File: src/rtl/dnn_hex_pkg.sv
// Shared definitions for the multi-digit seven-segment display peripheral:
// register map, CTRL bit positions and the segment type.
package dnn_hex_pkg;

    localparam logic [3:0] ADDR_VALUE  = 4'd0;
    localparam logic [3:0] ADDR_CTRL   = 4'd1;
    localparam logic [3:0] ADDR_BLANK  = 4'd2;
    localparam logic [3:0] ADDR_BLINK  = 4'd3;
    localparam logic [3:0] ADDR_RAWSEL = 4'd4;
    localparam logic [3:0] ADDR_RAW0   = 4'd8;

    localparam int CTRL_ENABLE = 0;
    localparam int CTRL_LZS    = 1;

    // Segment vector, bit0 = a .. bit6 = g.
    typedef logic [6:0] seg_t;

    // Active-low: all segments off.
    localparam seg_t SEG_BLANK = 7'h7F;

endpackage

File: src/rtl/hex_seg_decoder.sv
// Hex nibble to active-low seven-segment pattern (g..a), glyphs 0-9, A, b, C, d, E, F.
import dnn_hex_pkg::*;

module hex_seg_decoder (
    input  logic [3:0] nibble,
    output seg_t       seg
);

    always_comb begin
        case (nibble)
            4'h0:    seg = 7'b1000000;
            4'h1:    seg = 7'b1111001;
            4'h2:    seg = 7'b0100100;
            4'h3:    seg = 7'b0110000;
            4'h4:    seg = 7'b0011001;
            4'h5:    seg = 7'b0010010;
            4'h6:    seg = 7'b0000010;
            4'h7:    seg = 7'b1111000;
            4'h8:    seg = 7'b0000000;
            4'h9:    seg = 7'b0010000;
            4'hA:    seg = 7'b0001000;
            4'hB:    seg = 7'b0000011;
            4'hC:    seg = 7'b1000110;
            4'hD:    seg = 7'b0100001;
            4'hE:    seg = 7'b0000110;
            default: seg = 7'b0001110;
        endcase
    end

endmodule

File: src/rtl/avalon_hex_display.sv
// Avalon-MM seven-segment display controller: N_DIGITS digits with blanking,
// blinking, raw segment override and leading-zero suppression.
import dnn_hex_pkg::*;

module avalon_hex_display #(
    parameter int N_DIGITS  = 6,
    parameter int BLINK_DIV = 25000000
) (
    input  logic                  clk,
    input  logic                  rst_n,
    input  logic [3:0]            address,
    input  logic                  read,
    input  logic                  write,
    input  logic [31:0]           writedata,
    output logic [31:0]           readdata,
    output logic                  waitrequest,
    output logic [7*N_DIGITS-1:0] hex
);

    localparam int VW    = 4 * N_DIGITS;
    localparam int CNT_W = $clog2(BLINK_DIV);

    if (N_DIGITS < 1 || N_DIGITS > 8) begin : g_bad_n_digits
        $error("avalon_hex_display: N_DIGITS must be in 1..8");
    end
    if (BLINK_DIV < 2) begin : g_bad_blink_div
        $error("avalon_hex_display: BLINK_DIV must be >= 2");
    end

    logic [VW-1:0]       value_q;
    logic [1:0]          ctrl_q;
    logic [N_DIGITS-1:0] blank_q;
    logic [N_DIGITS-1:0] blink_q;
    logic [N_DIGITS-1:0] rawsel_q;
    seg_t                raw_q [N_DIGITS];

    logic                raw_hit;
    logic [2:0]          raw_idx;
    logic                rd_req;
    logic                ack_q;
    logic [31:0]         rd_mux;
    logic [CNT_W-1:0]    blink_cnt_q;
    logic                phase_q;
    logic                blink_wr;
    logic [N_DIGITS-1:0] suppress;
    logic                scan_run;
    seg_t                dec_seg [N_DIGITS];
    logic [7*N_DIGITS-1:0] hex_d;
    logic                unused_wdata;

    assign raw_hit = (address >= ADDR_RAW0) && ((address - ADDR_RAW0) < 4'(N_DIGITS));
    assign raw_idx = 3'(address - ADDR_RAW0);
    assign blink_wr = write && (address == ADDR_BLINK);
    assign unused_wdata = ^writedata;

    // Register file. A write wins over a read issued in the same cycle.
    always_ff @(posedge clk or negedge rst_n) begin
        if (!rst_n) begin
            // NOTE: the RAW array is a handful of flops, not a RAM, so resetting it is cheap and safe.
            value_q  <= '0;
            ctrl_q   <= '0;
            blank_q  <= '0;
            blink_q  <= '0;
            rawsel_q <= '0;
            for (int i = 0; i < N_DIGITS; i++) raw_q[i] <= '0;
        end else if (write) begin
            // NOTE: state is updated with <= so every flop samples pre-edge values.
            case (address)
                ADDR_VALUE:  value_q  <= writedata[VW-1:0];
                ADDR_CTRL:   ctrl_q   <= writedata[1:0];
                ADDR_BLANK:  blank_q  <= writedata[N_DIGITS-1:0];
                ADDR_BLINK:  blink_q  <= writedata[N_DIGITS-1:0];
                ADDR_RAWSEL: rawsel_q <= writedata[N_DIGITS-1:0];
                default: if (raw_hit) raw_q[raw_idx] <= writedata[6:0];
            endcase
        end
    end

    always_comb begin
        rd_mux = '0;
        case (address)
            ADDR_VALUE:  rd_mux[VW-1:0]       = value_q;
            ADDR_CTRL:   rd_mux[1:0]          = ctrl_q;
            ADDR_BLANK:  rd_mux[N_DIGITS-1:0] = blank_q;
            ADDR_BLINK:  rd_mux[N_DIGITS-1:0] = blink_q;
            ADDR_RAWSEL: rd_mux[N_DIGITS-1:0] = rawsel_q;
            default: if (raw_hit) rd_mux[6:0] = raw_q[raw_idx];
        endcase
    end

    // One fixed wait state: capture on the first read cycle, release on the second.
    assign rd_req      = read && !write;
    assign waitrequest = rd_req && !ack_q && rst_n;

    always_ff @(posedge clk or negedge rst_n) begin
        if (!rst_n) begin
            ack_q    <= 1'b0;
            readdata <= '0;
        end else begin
            ack_q <= rd_req && !ack_q;
            if (rd_req && !ack_q) readdata <= rd_mux;
        end
    end

    always_ff @(posedge clk or negedge rst_n) begin
        if (!rst_n) begin
            blink_cnt_q <= '0;
            phase_q     <= 1'b0;
        end else if (blink_wr) begin
            blink_cnt_q <= '0;
            phase_q     <= 1'b0;
        end else if (blink_cnt_q == CNT_W'(BLINK_DIV - 1)) begin
            blink_cnt_q <= '0;
            phase_q     <= ~phase_q;
        end else begin
            blink_cnt_q <= blink_cnt_q + 1'b1;
        end
    end

    // Scan from the most significant digit; a raw digit or a non-zero digit ends the run.
    always_comb begin
        suppress = '0;
        scan_run = 1'b1;
        // NOTE: blocking assignments here carry scan_run from one loop iteration to the next.
        for (int i = N_DIGITS - 1; i > 0; i--) begin
            suppress[i] = scan_run && !rawsel_q[i] && (value_q[4*i +: 4] == 4'h0);
            scan_run    = scan_run && !rawsel_q[i] && (suppress[i] || blank_q[i]);
        end
    end

    for (genvar g = 0; g < N_DIGITS; g++) begin : g_dec
        hex_seg_decoder u_dec (
            .nibble (value_q[4*g +: 4]),
            .seg    (dec_seg[g])
        );
    end

    always_comb begin
        hex_d = '1;
        for (int i = 0; i < N_DIGITS; i++) begin
            if (!ctrl_q[CTRL_ENABLE] || blank_q[i])       hex_d[7*i +: 7] = SEG_BLANK;
            else if (blink_q[i] && phase_q)               hex_d[7*i +: 7] = SEG_BLANK;
            else if (rawsel_q[i])                         hex_d[7*i +: 7] = ~raw_q[i];
            else if (ctrl_q[CTRL_LZS] && suppress[i])     hex_d[7*i +: 7] = SEG_BLANK;
            else                                          hex_d[7*i +: 7] = dec_seg[i];
        end
    end

    always_ff @(posedge clk or negedge rst_n) begin
        if (!rst_n) hex <= '1;
        else        hex <= hex_d;
    end

endmodule

File: config.mk
export PLATFORM = sky130hd
export DESIGN_NAME = avalon_hex_display
export DESIGN_NICKNAME = d
export VERILOG_FILES = /design/src/rtl/dnn_hex_pkg.sv /design/src/rtl/hex_seg_decoder.sv /design/src/rtl/avalon_hex_display.sv
export SDC_FILE = /design/constraint.sdc
export NUM_CORES = 1
export LEC_CHECK = 0
export CORE_AREA = 5 5 159 161
export CTS_CLUSTER_DIAMETER = 100
export DETAILED_ROUTE_END_ITERATION = 8
export DIE_AREA = 0 0 164 166
export REMOVE_ABC_BUFFERS = 1
export SLEW_MARGIN = 20
export SYNTH_ARGS = -nofsm -noshare
export SYNTH_HDL_FRONTEND = slang
export SYNTH_HIERARCHICAL = 1
export SYNTH_SLANG_ARGS = --single-unit
File: constraint.sdc
create_clock -name clk -period 4.73 [get_ports clk]
set_input_delay 0.7095 -clock clk [delete_from_list [all_inputs] [get_ports clk]]
set_output_delay 0.7095 -clock clk [all_outputs]
set_load 0.02 [all_outputs]
# --- After elaboration in Yosys (flattened, before gate mapping) ---
# Memories as Yosys holds them, arrays and structs flattened.
# Index checks and enable logic that the tools add are counted.
totals:
  reg_bits: 179
  latchBits: 0
  mem_bits_rw: 0
  romBits: 672
  in_bits: 40
  memories: 6
op_classes:
  addsub: 2
  n_mul: 0
  div: 0
  n_lt_le_gt_ge: 4
  eq_ne: 5
  n_shift: 0
  mux: 38
  bitwise_logic: 9
  reduce_logical: 63
memory_table:
  columns: ["memory", "depth", "word_bits", "read_ports", "rd_clocked_by_memory_dff", "wr", "line_no", "rtl"]
  rows:
  - ["(no name shown)", 16, 7, 1, 0, 0, "hex_seg_decoder.sv:10", "case (nibble)"]
  - ["(no name shown)", 16, 7, 1, 0, 0, "hex_seg_decoder.sv:10", null]
  - ["(no name shown)", 16, 7, 1, 0, 0, "hex_seg_decoder.sv:10", null]
  - ["(no name shown)", 16, 7, 1, 0, 0, "hex_seg_decoder.sv:10", null]
  - ["(no name shown)", 16, 7, 1, 0, 0, "hex_seg_decoder.sv:10", null]
  - ["(no name shown)", 16, 7, 1, 0, 0, "hex_seg_decoder.sv:10", null]
op_table:
  columns: ["cell", "count"]
  rows:
  - ["2-to-1 mux 7 bit", 27]
  - ["2-to-1 mux 25 bit", 2]
  - ["bitwise mux 42 bit", 1]
  - ["NOT 7 bit", 6]
  - ["logical AND 1 bit", 30]
  - ["adder 25 x 1 -> 25 bit, second input constant", 1]
  - ["== test 25 bit, second input constant", 1]
  - ["zero test 4 bit", 6]
  - ["binary-select mux 7 bit (select 3 bit)", 1]
  - ["demux 7 bit (select 3 bit)", 1]
  - ["one-hot mux 4 bit (5 select lines)", 1]
  - ["2-to-1 mux 17 bit", 1]
  - ["logical OR 1 bit", 10]
  - ["one-hot mux 2 bit (5 select lines)", 1]
  - ["AND reduction 2 bit", 5]
  - ["== test 4 x 2 -> 1 bit, second input constant", 2]
  - ["greater-or-equal comparator 4 bit, second input constant", 2]
  - ["zero test 1 bit", 8]
  - ["OR reduction 5 bit", 1]
  - ["== test 4 x 1 -> 1 bit, second input constant", 1]
  - ["== test 4 x 3 -> 1 bit, second input constant", 1]
  - ["less-than comparator 4 x 1 -> 1 bit, second input constant", 1]
  - ["less-than comparator 4 x 3 -> 1 bit, second input constant", 1]
  - ["NOT 3 -> 4 bit", 1]
  - ["7 further kinds", 9]

# --- Longest topological paths before layout ---
# Gate-level depths: netlist of run 1.
depth:
  word_depth: 23
  mapped_depth: 8
  ltp_nobuf: 8

# --- By module ---
# Netlist of run 1, hierarchy kept.
modules_own_cells:
  columns: ["mod", "instances", "cells_each", "area_each_um2", "seq_area_each_um2"]
  rows:
  - ["avalon_hex_display", 1, 693, 8070.2, 4531.8]
  - ["hex_seg_decoder", 6, 32, 275.3, 0.0]

# --- Worst setup path before layout of run 1 ---
# Ideal clock, no wire load.
synth_path:
  kind: "input port to output port"
  from: "in write"
  to: "out waitrequest"
  t_arrival_ps: 1720
  t_required_ps: 4021
  path_slack_ps: 2301
  stages: 4
  path_buffers: 1
  path_cell_list: "clkbuf_1 -> or3b_2 -> inv_1 -> and2_1"
synth_between:
  elab_chain_cells: 4
synth_lines:
  columns: ["item", "line_no", "rtl"]
  rows:
  - ["from (decl)", "avalon_hex_display.sv:13", "input logic write,"]
  - ["zero test 1 bit", "avalon_hex_display.sv:92", "assign rd_req = read && !write;"]
  - ["logical AND 1 bit", "avalon_hex_display.sv:92", null]
  - ["logical AND 1 bit (2 in a row)", "avalon_hex_display.sv:93", "assign waitrequest = rd_req && !ack_q && rst_n;"]
  - ["to (decl)", "avalon_hex_display.sv:16", "output logic waitrequest,"]
# Every way passes these cells.

# --- Final worst setup path of run 1 ---
# Ends and elaborated chain as after synthesis.

==> results of run 1 <==
[flip-flops by register name (all words and copies together) (netlist names)]
signal,flops
hex,42
raw_q,42
blink_cnt_q,25
readdata,24
value_q,24
blank_q,6
blink_q,6
rawsel_q,6
ctrl_q,2
ack_q,1
phase_q,1
[synthesized netlist by cell type, drive strengths merged, types with 4 or more instances]
cell type / instances / area share
or3: 6 / 0.0039
or4: 10 / 0.0077
a2bb2oi: 9 / 0.0081
a31oi: 4 / 0.0026
nor3: 17 / 0.0098
ha: 43 / 0.055
nor2b: 5 / 0.0032
or3b: 8 / 0.0072
nand4: 11 / 0.0093
xor2: 5 / 0.0045
inv: 44 / 0.017
mux4: 8 / 0.021
a21oi: 27 / 0.014
and2: 4 / 0.0026
and2b: 6 / 0.0054
nor2: 67 / 0.026
a211oi: 6 / 0.0046
a22o: 38 / 0.034
a32o: 6 / 0.0062
a22oi: 7 / 0.0054
xnor2: 7 / 0.0063
dfstp: 42 / 0.11
mux2i: 32 / 0.033
buf: 32 / 0.022
mux2: 91 / 0.11
and3: 4 / 0.0026
a32oi: 7 / 0.0063
o21ai: 47 / 0.024
dfrtp: 137 / 0.35
nand2: 53 / 0.020
o31ai: 6 / 0.0046
nor4: 5 / 0.0032
nand3: 15 / 0.0077
clkbuf: 29 / 0.011
[final cells by class]
type,count,share of cell area
multi-input combinational,608,0.412
sequential,179,0.395
timing repair buffer,108,0.0921
clock buffer,19,0.0377
tap,324,0.0353
inverter,44,0.0144
clock inverter,13,0.0130
[layout by cell type (no fill, tap or decap), types with 7 or more instances in the layout]
cell | netlist | layout
dfrtp_1 | 137 | 137
clkdlybuf4s50_1 | 0 | 97
mux2_2 | 91 | 91
nor2_1 | 67 | 67
nand2_1 | 53 | 53
o21ai_0 | 47 | 47
inv_1 | 44 | 44
ha_1 | 43 | 43
dfstp_2 | 42 | 42
a22o_1 | 38 | 38
mux2i_1 | 32 | 32
a21oi_1 | 27 | 27
clkbuf_16 | 0 | 17
nand3_1 | 15 | 15
nor3_1 | 15 | 15
or4_1 | 10 | 10
buf_4 | 8 | 10
nand4_1 | 9 | 9
a2bb2oi_1 | 9 | 9
conb_1 | 1 | 8
or3b_1 | 7 | 7
xnor2_1 | 7 | 7
a22oi_1 | 7 | 7
a32oi_1 | 7 | 7
[per-layer routing]
metal,share of wire,track usage,wire length (um),vias to the layer above
met5,0,0,0,-
met4,0.019,0.0562,472,0
met3,0.046,0.0333,1140,27
met2,0.46,0.279,11400,178
met1,0.48,0.269,11800,3481
li1,-,-,-,3341
[stage by stage]
| step | utilization | cell area, um^2 |
|---|---|---|
| 6_report | 0.482 | 11500 |
| 5_1_grt | 0.482 | 11500 |
| 4_1_cts | 0.482 | 11500 |
| 3_5_place_dp | 0.457 | 10900 |
| 3_3_place_gp | 0.457 | 10900 |
| 2_1_floorplan | - | 9430 |
[kinds of logic (layout without fill, tap and decap cells)]
group,Yosys count,in the layout,synth area share
AND/OR/NAND/NOR,228,228,0.123
flip-flops,179,179,0.466
XOR/XNOR,12,12,0.0108
buffers and inverters,105,184,0.0498
multiplexers,131,131,0.159
other,1,8,0.000386
AO/OA/AOI/OAI,186,186,0.136
adder cells (fa/ha/maj),43,43,0.0553
[power breakdown]
group          switching (mW)  internal [mW]
combinational           0.707          0.730
sequential              0.415           1.88
clock                   0.628          0.787
total                    1.75           3.40
[worst max-delay path by stage]
stage / slack [ns] / end / startpoint
3_5_place_dp: 0.89 / waitrequest / write
4_1_cts: 0.92 / waitrequest / write
2_1_floorplan: 2.11 / waitrequest / write
3_3_place_gp: 0.91 / waitrequest / write
6_report: 0.91 / waitrequest / write
5_1_grt: 0.83 / waitrequest / write
==> impl_metrics.json, run 1 <==
{
  "finalCritPeriodShare": 0.809,
  "worstSetupEndpointType": "output pin",
  "clk_latency_ns": 0.44,
  "ios": 115,
  "cp_max_fo": 22,
  "cts_setup_buffers": 0,
  "vias": 7027,
  "pre_cts_ws_ns": 0.888,
  "synth-edff-count": 0,
  "final_nets": 1041,
  "cp-start-kind": "primary input",
  "regToRegSetupSlack_ns": 2.17,
  "cellLeakagePower_nw": 4.87,
  "start_util": 0.408,
  "place.gp.congestion": 0.876,
  "ys_seq_area_frac": 0.466,
  "hpwl_mm": 17.5,
  "nFillCells": 2227,
  "fin_cells": 1295,
  "cp.required_ns": 4.02,
  "path_buf_inv": 3,
  "path_class": "primary input to output pin",
  "die_h_um": 166,
  "multi_input_area_um2": 4730,
  "seqCellArea_um2": 4530,
  "cts_sinks": 179,
  "final_max_slew_viol_count": 0,
  "hold_buffers": 0,
  "tightest_slew_ns": 1.08,
  "cts_root_buf": "clkbuf_16",
  "cpMostUsedCell": "clkdlybuf4s50_1",
  "cts_tree": "built",
  "drtIter0Drc": 382,
  "crit_family": "buffers and inverters",
  "via_per_inst": 5.43,
  "async_reset_ff_frac": 1.00,
  "period_needed_ns": 3.82,
  "critPathSlowestCell": "or3b_2",
  "crit_cells": 5,
  "worstRegToRegCells": 4,
  "hold_viol": 0,
  "antenna_found_initial": 0,
  "yosysWarnings": 6,
  "ant_nets": 0,
  "synth_cells": 885,
  "dr.pass1.iters": 5,
  "grt_pass1_vias": 6884,
  "clk_pin_slew_ns": 0.07,
  "rsz0062_at_grt": "false",
  "setup_viol": 0,
  "wl_per_cell_um": 19.2,
  "power-per-cell-area_nw_per_um2": 448,
  "rows": 57,
  "reg2reg_from": "blink_cnt_q[17]$_DFF_PN0_",
  "max_stage_delay_ns": 0.83,
  "ys_types": 70,
  "drt-total-wl_mm": 24.8,
  "n_antenna_cell": 0,
  "post-route-drc-count": 0,
  "clock.fmax_mhz": 261,
  "die_x_um": 164,
  "worstPathArrival_ns": 3.12,
  "area_growth_pct": 18.0,
  "overflow": 0,
  "dieArea_um2": 27200,
  "hold_class": "primary input to async pin",
  "r2r_end": "blink_cnt_q[7]$_DFF_PN0_",
  "core_region_area_um2": 23800,
  "totalPowerFinal_mw": 5.15,
  "h-tree-depth": 4,
  "status": "complete, no violations",
  "fin_ws_ns": 0.905,
  "clk_path_buf_depth": 2,
  "ys.flop_type": "dfrtp_1",
  "io_buffers": 98,
  "hold_ws_ns": 0.234,
  "placed_cells": 1263,
  "grt_pass1_wl_mm": 39.1,
  "syn_area_um2": 9720,
  "ys_ff_latch": 179,
  "numCtsBuffers": 17,
  "drv_cap": 0,
  "grt_max_degree": 66,
  "synth_area_per_cell_um2": 11.0,
  "drive_gt1_frac": 0.198,
  "tns_ns": 0,
  "slew_headroom": 0.278,
  "grtUsageTotal": 0.184,
  "power.ir.vdd_worst_mv": 0.235,
  "skew_ns": 0.0135,
  "worstPathCellList": "clkdlybuf4s50_1 -> or3b_2 -> inv_1 -> and2_1 -> clkdlybuf4s50_1",
  "postCtsResizedCells": 0
}
No activity file was read; power rests on OpenSTA's default activity.
==> run 2, diff against run 1 <==
==> constraint.sdc (replaced) <==
create_clock -name clk -period 3.8 [get_ports clk]
set_input_delay 0.57 -clock clk [delete_from_list [all_inputs] [get_ports clk]]
set_output_delay 0.57 -clock clk [all_outputs]
set_load 0.02 [all_outputs]
==> run 2 against run 1 <==
Net effect:
- die area is the same
- register-to-register slack lost 0.88 ns
- global-route usage up 0.32 points
- flip-flop and latch count did not move
- critical path depth stayed put
- worst hold slack worse by 0.22 ns
- worst setup slack got worse by 0.27 ns
- clock power rose by 26%
- critical path type unchanged
- critical endpoint unchanged
- largest cell class unchanged
==> impl_metrics.json, run 2 (synthesis results as in run 1) <==
{
  "grt_pass1_wl_mm": 40.1,
  "overflow": 0,
  "hold_class": "primary input to async pin",
  "multi_input_area_um2": 4730,
  "mostFrequentLayoutCell": "dfrtp_1",
  "fin_area_um2": 11500,
  "place.gp.congestion": 0.906,
  "clock.fmax_mhz": 316,
  "n_antenna_cell": 0,
  "hpwl_mm": 17.6,
  "grt_max_degree": 74,
  "p_comb_frac": 0.279,
  "p_clk_frac": 0.276,
  "setup_viol": 0,
  "rows": 57,
  "rsz0062_at_grt": "false",
  "numCtsBuffers": 17,
  "die_h_um": 166,
  "seqCellArea_um2": 4530,
  "drt-total-wl_mm": 25.0,
  "clk_latency_ns": 0.43,
  "period_needed_ns": 3.16,
  "via_per_inst": 5.48,
  "grtUsageTotal": 0.187,
  "clk_path_buf_depth": 2,
  "skew_ns": 0.00949,
  "worstSetupEndpointType": "output pin",
  "post-route-drc-count": 0,
  "drv_cap": 0,
  "cellLeakagePower_nw": 4.92,
  "tightest_slew_ns": 1.07,
  "status": "complete, no violations",
  "final_max_slew_viol_count": 0,
  "final_cell_mix": "dfrtp_1 (137), clkdlybuf4s50_1 (97), mux2_2 (91)",
  "placed_area_um2": 11000,
  "path_class": "primary input to output pin",
  "antenna_found_initial": 0,
  "hold_viol": 0,
  "hold_buffers": 0,
  "p_sw_mw": 2.22,
  "cp.required_ns": 3.23,
  "cts_sinks": 179,
  "h-tree-depth": 4,
  "vias": 7141,
  "cts_setup_buffers": 0,
  "power-per-cell-area_nw_per_um2": 555,
  "cts_tree": "built",
  "cts_root_buf": "clkbuf_16",
  "die_x_um": 164,
  "core_region_area_um2": 23800,
  "swShare": 0.347,
  "grt_pass1_vias": 6970,
  "clk_pin_slew_ns": 0.07,
  "nFillCells": 2276,
  "dr.pass1.iters": 5,
  "reg_top3": "hex (42), raw_q (42), blink_cnt_q (25)",
  "finalCritPeriodShare": 0.832,
  "start_util": 0.408,
  "io_buffers": 98,
  "worstPathArrival_ns": 2.59,
  "slew_headroom": 0.288,
  "power.ir.vdd_worst_mv": 0.277,
  "p_seq_frac": 0.446,
  "area_growth_pct": 18.7,
  "cp-start-kind": "primary input",
  "ios": 115,
  "tns_ns": 0,
  "postCtsResizedCells": 0,
  "final_nets": 1049,
  "drtIter0Drc": 419,
  "ant_nets": 0,
  "wl_per_cell_um": 19.2,
  "cp_max_fo": 8,
  "drive_gt1_frac": 0.206,
  "p_int_mw": 4.19,
  "dieArea_um2": 27200
}
run 2: cell types whose count changed in the layout (fill, tap and decap cells not counted):
cell        delta
clkinv_8       +1
clkinvlp_4     -1
buf_4          +8
inv_8          +3
clkinv_4       +1
clkinv_2       -1
clkbuf_1       -2
bufinv_16      -1
run 2: path summary, 6_finish.rpt:
path                                            from                   endpoint  slack [ns]  cells after the start
min in group clk                raw_q[9]$_DFFE_PN0P_          hex[30]$_DFF_PN1_        0.42                      1
min                                            rst_n   blink_cnt_q[3]$_DFF_PN0_        0.02                      1
max in group asynchronous                      rst_n      raw_q[19]$_DFFE_PN0P_        2.54                      2
min reg2reg                     raw_q[9]$_DFFE_PN0P_          hex[30]$_DFF_PN1_        0.42                      1
max                                            write                waitrequest        0.64                      5
max reg2reg                blink_cnt_q[17]$_DFF_PN0_  blink_cnt_q[16]$_DFF_PN0_        1.29                      4
run 2: final cells by class:
class | instances | share of cell area
timing repair buffer | 116 | 0.0968
clock inverter | 15 | 0.0143
tap | 324 | 0.0351
sequential | 179 | 0.393
multi-input combinational | 608 | 0.410
inverter | 44 | 0.0143
clock buffer | 17 | 0.0369
run 2: power groups by stage:
stage                     sequential (mW)  combinational (mW)  clock, mW
after floorplan                      2.87                1.05          0
after global placement               2.88                1.77          0
after detailed placement             2.88                1.79          0
after CTS                            2.85                1.80       1.81
after global routing                 2.93                1.98       1.89
final                                2.86                1.79       1.77
run 2: stage by stage:
step                std cells  hold WS [ns]   util  total power, mW  setup slack (ns)
CTS                      1303        0.0297  0.485             6.46             0.639
floorplan                 831         0.274      -             3.92              1.46
global route             1303        0.0436  0.485             6.80             0.589
global placement         1271         0.403  0.460             4.64             0.643
finish                   1303        0.0171  0.485             6.41             0.640
detailed placement       1271         0.413  0.460             4.67             0.643
run 2: layer usage:
metal	vias to the layer above	GRT usage	part of all wire
li1	3361	-	-
met1	3533	0.282	0.47
met2	221	0.275	0.45
met3	26	0.0390	0.064
met4	0	0.0481	0.012
met5	-	0	0
run 2: worst max-delay path, stage by stage:
cell	delay [ns]
clkdlybuf4s50_1	0.60
or3b_2	0.56
inv_1	0.12
and2_1	0.13
clkdlybuf4s50_1	0.60
==> run 3, diff against run 2 <==
==> constraint.sdc (replaced) <==
create_clock -name clk -period 3 [get_ports clk]
set_input_delay 0.45 -clock clk [delete_from_list [all_inputs] [get_ports clk]]
set_output_delay 0.45 -clock clk [all_outputs]
set_load 0.02 [all_outputs]
==> run 3 against run 2 <==
Net effect:
- count of clock-buffer cells in the layout up 1
- total power up 29%
- global-route usage up 0.21 points
- clock power up 34%
- cell area up 1.1%
- clock skew up 0.0016 ns
==> impl_metrics.json, run 3 (synthesis results as in run 1) <==
{
  "dieArea_um2": 27200,
  "p_seq_frac": 0.432,
  "slew_headroom": 0.328,
  "post-route-util": 0.490,
  "rsz0062_at_grt": "false",
  "area_growth_pct": 20.0,
  "cts_root_buf": "clkbuf_16",
  "status": "complete, no violations",
  "final_cell_mix": "dfrtp_1 (137), clkdlybuf4s50_1 (97), mux2_2 (91)",
  "nFillCells": 2232,
  "start_util": 0.408,
  "pre_cts_ws_ns": 0.263,
  "cpMostUsedCell": "clkdlybuf4s50_1",
  "drt-total-wl_mm": 24.8,
  "fin_ws_ns": 0.267,
  "cp.required_ns": 2.55,
  "worstSetupEndpointType": "output pin",
  "cp-start-kind": "primary input",
  "fin_cells": 1316,
  "placed_cells": 1283,
  "ant_nets": 0,
  "drtIter0Drc": 358,
  "via_per_inst": 5.43,
  "grt_pass1_wl_mm": 40.4,
  "cp_max_fo": 2,
  "ios": 115,
  "tightest_slew_ns": 1.01,
  "finalCritPeriodShare": 0.911,
  "h-tree-depth": 4,
  "grtUsageTotal": 0.189,
  "clk_latency_ns": 0.43,
  "overflow": 0,
  "cellLeakagePower_nw": 5.00,
  "whs_endpoint": "hex[32]$_DFF_PN1_",
  "totalPowerFinal_mw": 8.29,
  "worstPathCellList": "clkdlybuf4s50_1 -> or3b_2 -> inv_1 -> and2_1 -> clkdlybuf4s50_1",
  "antenna_found_initial": 0,
  "cts_sinks": 179,
  "critPathSlowestCell": "clkdlybuf4s50_1",
  "hold_viol": 0,
  "post-route-drc-count": 0,
  "numCtsBuffers": 17,
  "power.ir.vdd_worst_mv": 0.386,
  "final_nets": 1062,
  "skew_ns": 0.0111,
  "drv_cap": 0,
  "tns_ns": 0,
  "final_max_slew_viol_count": 0,
  "period_needed_ns": 2.73,
  "reg_top3": "hex (42), raw_q (42), blink_cnt_q (25)",
  "worstRegToRegCells": 4,
  "clock.fmax_mhz": 366,
  "reg2reg_from": "blink_cnt_q[17]$_DFF_PN0_",
  "cts_tree": "built",
  "drive_gt1_frac": 0.215,
  "path_class": "primary input to output pin",
  "wl_per_cell_um": 18.9,
  "grt_max_degree": 69,
  "clk_path_buf_depth": 2,
  "rows": 57,
  "p_int_mw": 5.49,
  "cts_setup_buffers": 0,
  "core_region_area_um2": 23800,
  "n_antenna_cell": 0,
  "p_comb_frac": 0.282,
  "io_buffers": 98,
  "r2r_end": "blink_cnt_q[4]$_DFF_PN0_",
  "dr.pass1.iters": 5,
  "grt_pass1_vias": 7065,
  "regToRegSetupSlack_ns": 0.55,
  "place.gp.congestion": 0.916,
  "swShare": 0.338,
  "mostFrequentLayoutCell": "dfrtp_1",
  "setup_viol": 0,
  "clk_pin_slew_ns": 0.08,
  "hold_class": "flop to flop",
  "postCtsResizedCells": 0,
  "power-per-cell-area_nw_per_um2": 711,
  "p_sw_mw": 2.80,
  "die_x_um": 164,
  "min_from": "raw_q[11]$_DFFE_PN0P_",
  "die_h_um": 166,
  "min_path_cells": 1,
  "max_stage_delay_ns": 0.60,
  "vias": 7151,
  "worstPathArrival_ns": 2.28,
  "p_clk_frac": 0.286,
  "hpwl_mm": 17.6
}
==> run 3: critical path: cells and delay by family <==
family,cells,cell delay (ns)
buffers and inverters,3,1.19
and+or+nand+nor,2,0.64
==> run 3: timing repair <==
| item | 4_1_cts | 5_1_grt |
|---|---|---|
| hold buffers | 1 | 0 |
| setup endpoints to repair | 0 | 0 |
| endpoints found under the hold margin | 19 | 0 |
==> run 3: worst max-delay path by stage <==
stage / slack, ns / startpoint / to
6_report: 0.27 / read / waitrequest
4_1_cts: 0.24 / read / waitrequest
5_1_grt: 0.19 / write / waitrequest
2_1_floorplan: 0.88 / address[2] / value_q[0]$_DFFE_PN0P_
3_5_place_dp: 0.26 / read / waitrequest
3_3_place_gp: 0.26 / read / waitrequest
==> run 3: layout make-up <==
| cell class | count | area, um^2 | share of cell area |
|---|---|---|---|
| repair buffers | 129 | 1220 | 0.104 |
| inverters | 44 | 165 | 0.0142 |
| clock inverters | 14 | 189 | 0.0162 |
| well taps | 324 | 405 | 0.0347 |
| flip-flops and latches | 179 | 4530 | 0.388 |
| clock buffers | 18 | 429 | 0.0368 |
| multi-input cells | 608 | 4730 | 0.405 |
==> run 3: power groups by stage <==
stage	Sequential (mW)	Combinational, mW	Clock [mW]
2_1_floorplan	3.64	1.33	0
3_3_place_gp	3.61	2.32	0
3_5_place_dp	3.62	2.35	0
4_1_cts	3.58	2.36	2.42
5_1_grt	3.67	2.60	2.54
6_report	3.58	2.34	2.37
==> run 3: metal layers <==
metal	track usage	share of wire	wire, um	vias to the layer above
li1	-	-	-	3398
met1	0.281	0.47	11800	3534
met2	0.286	0.46	11300	196
met3	0.0395	0.057	1410	23
met4	0.0441	0.013	317	0
met5	0	0	0	-
==> run 3: per-stage QoR <==
stage | hold WS (ns) | instance area, um^2
floorplan | 0.154 | 9430
global placement | 0.328 | 11000
detailed placement | 0.328 | 11000
CTS | 0.428 | 11700
global route | 0.453 | 11700
finish | 0.427 | 11700
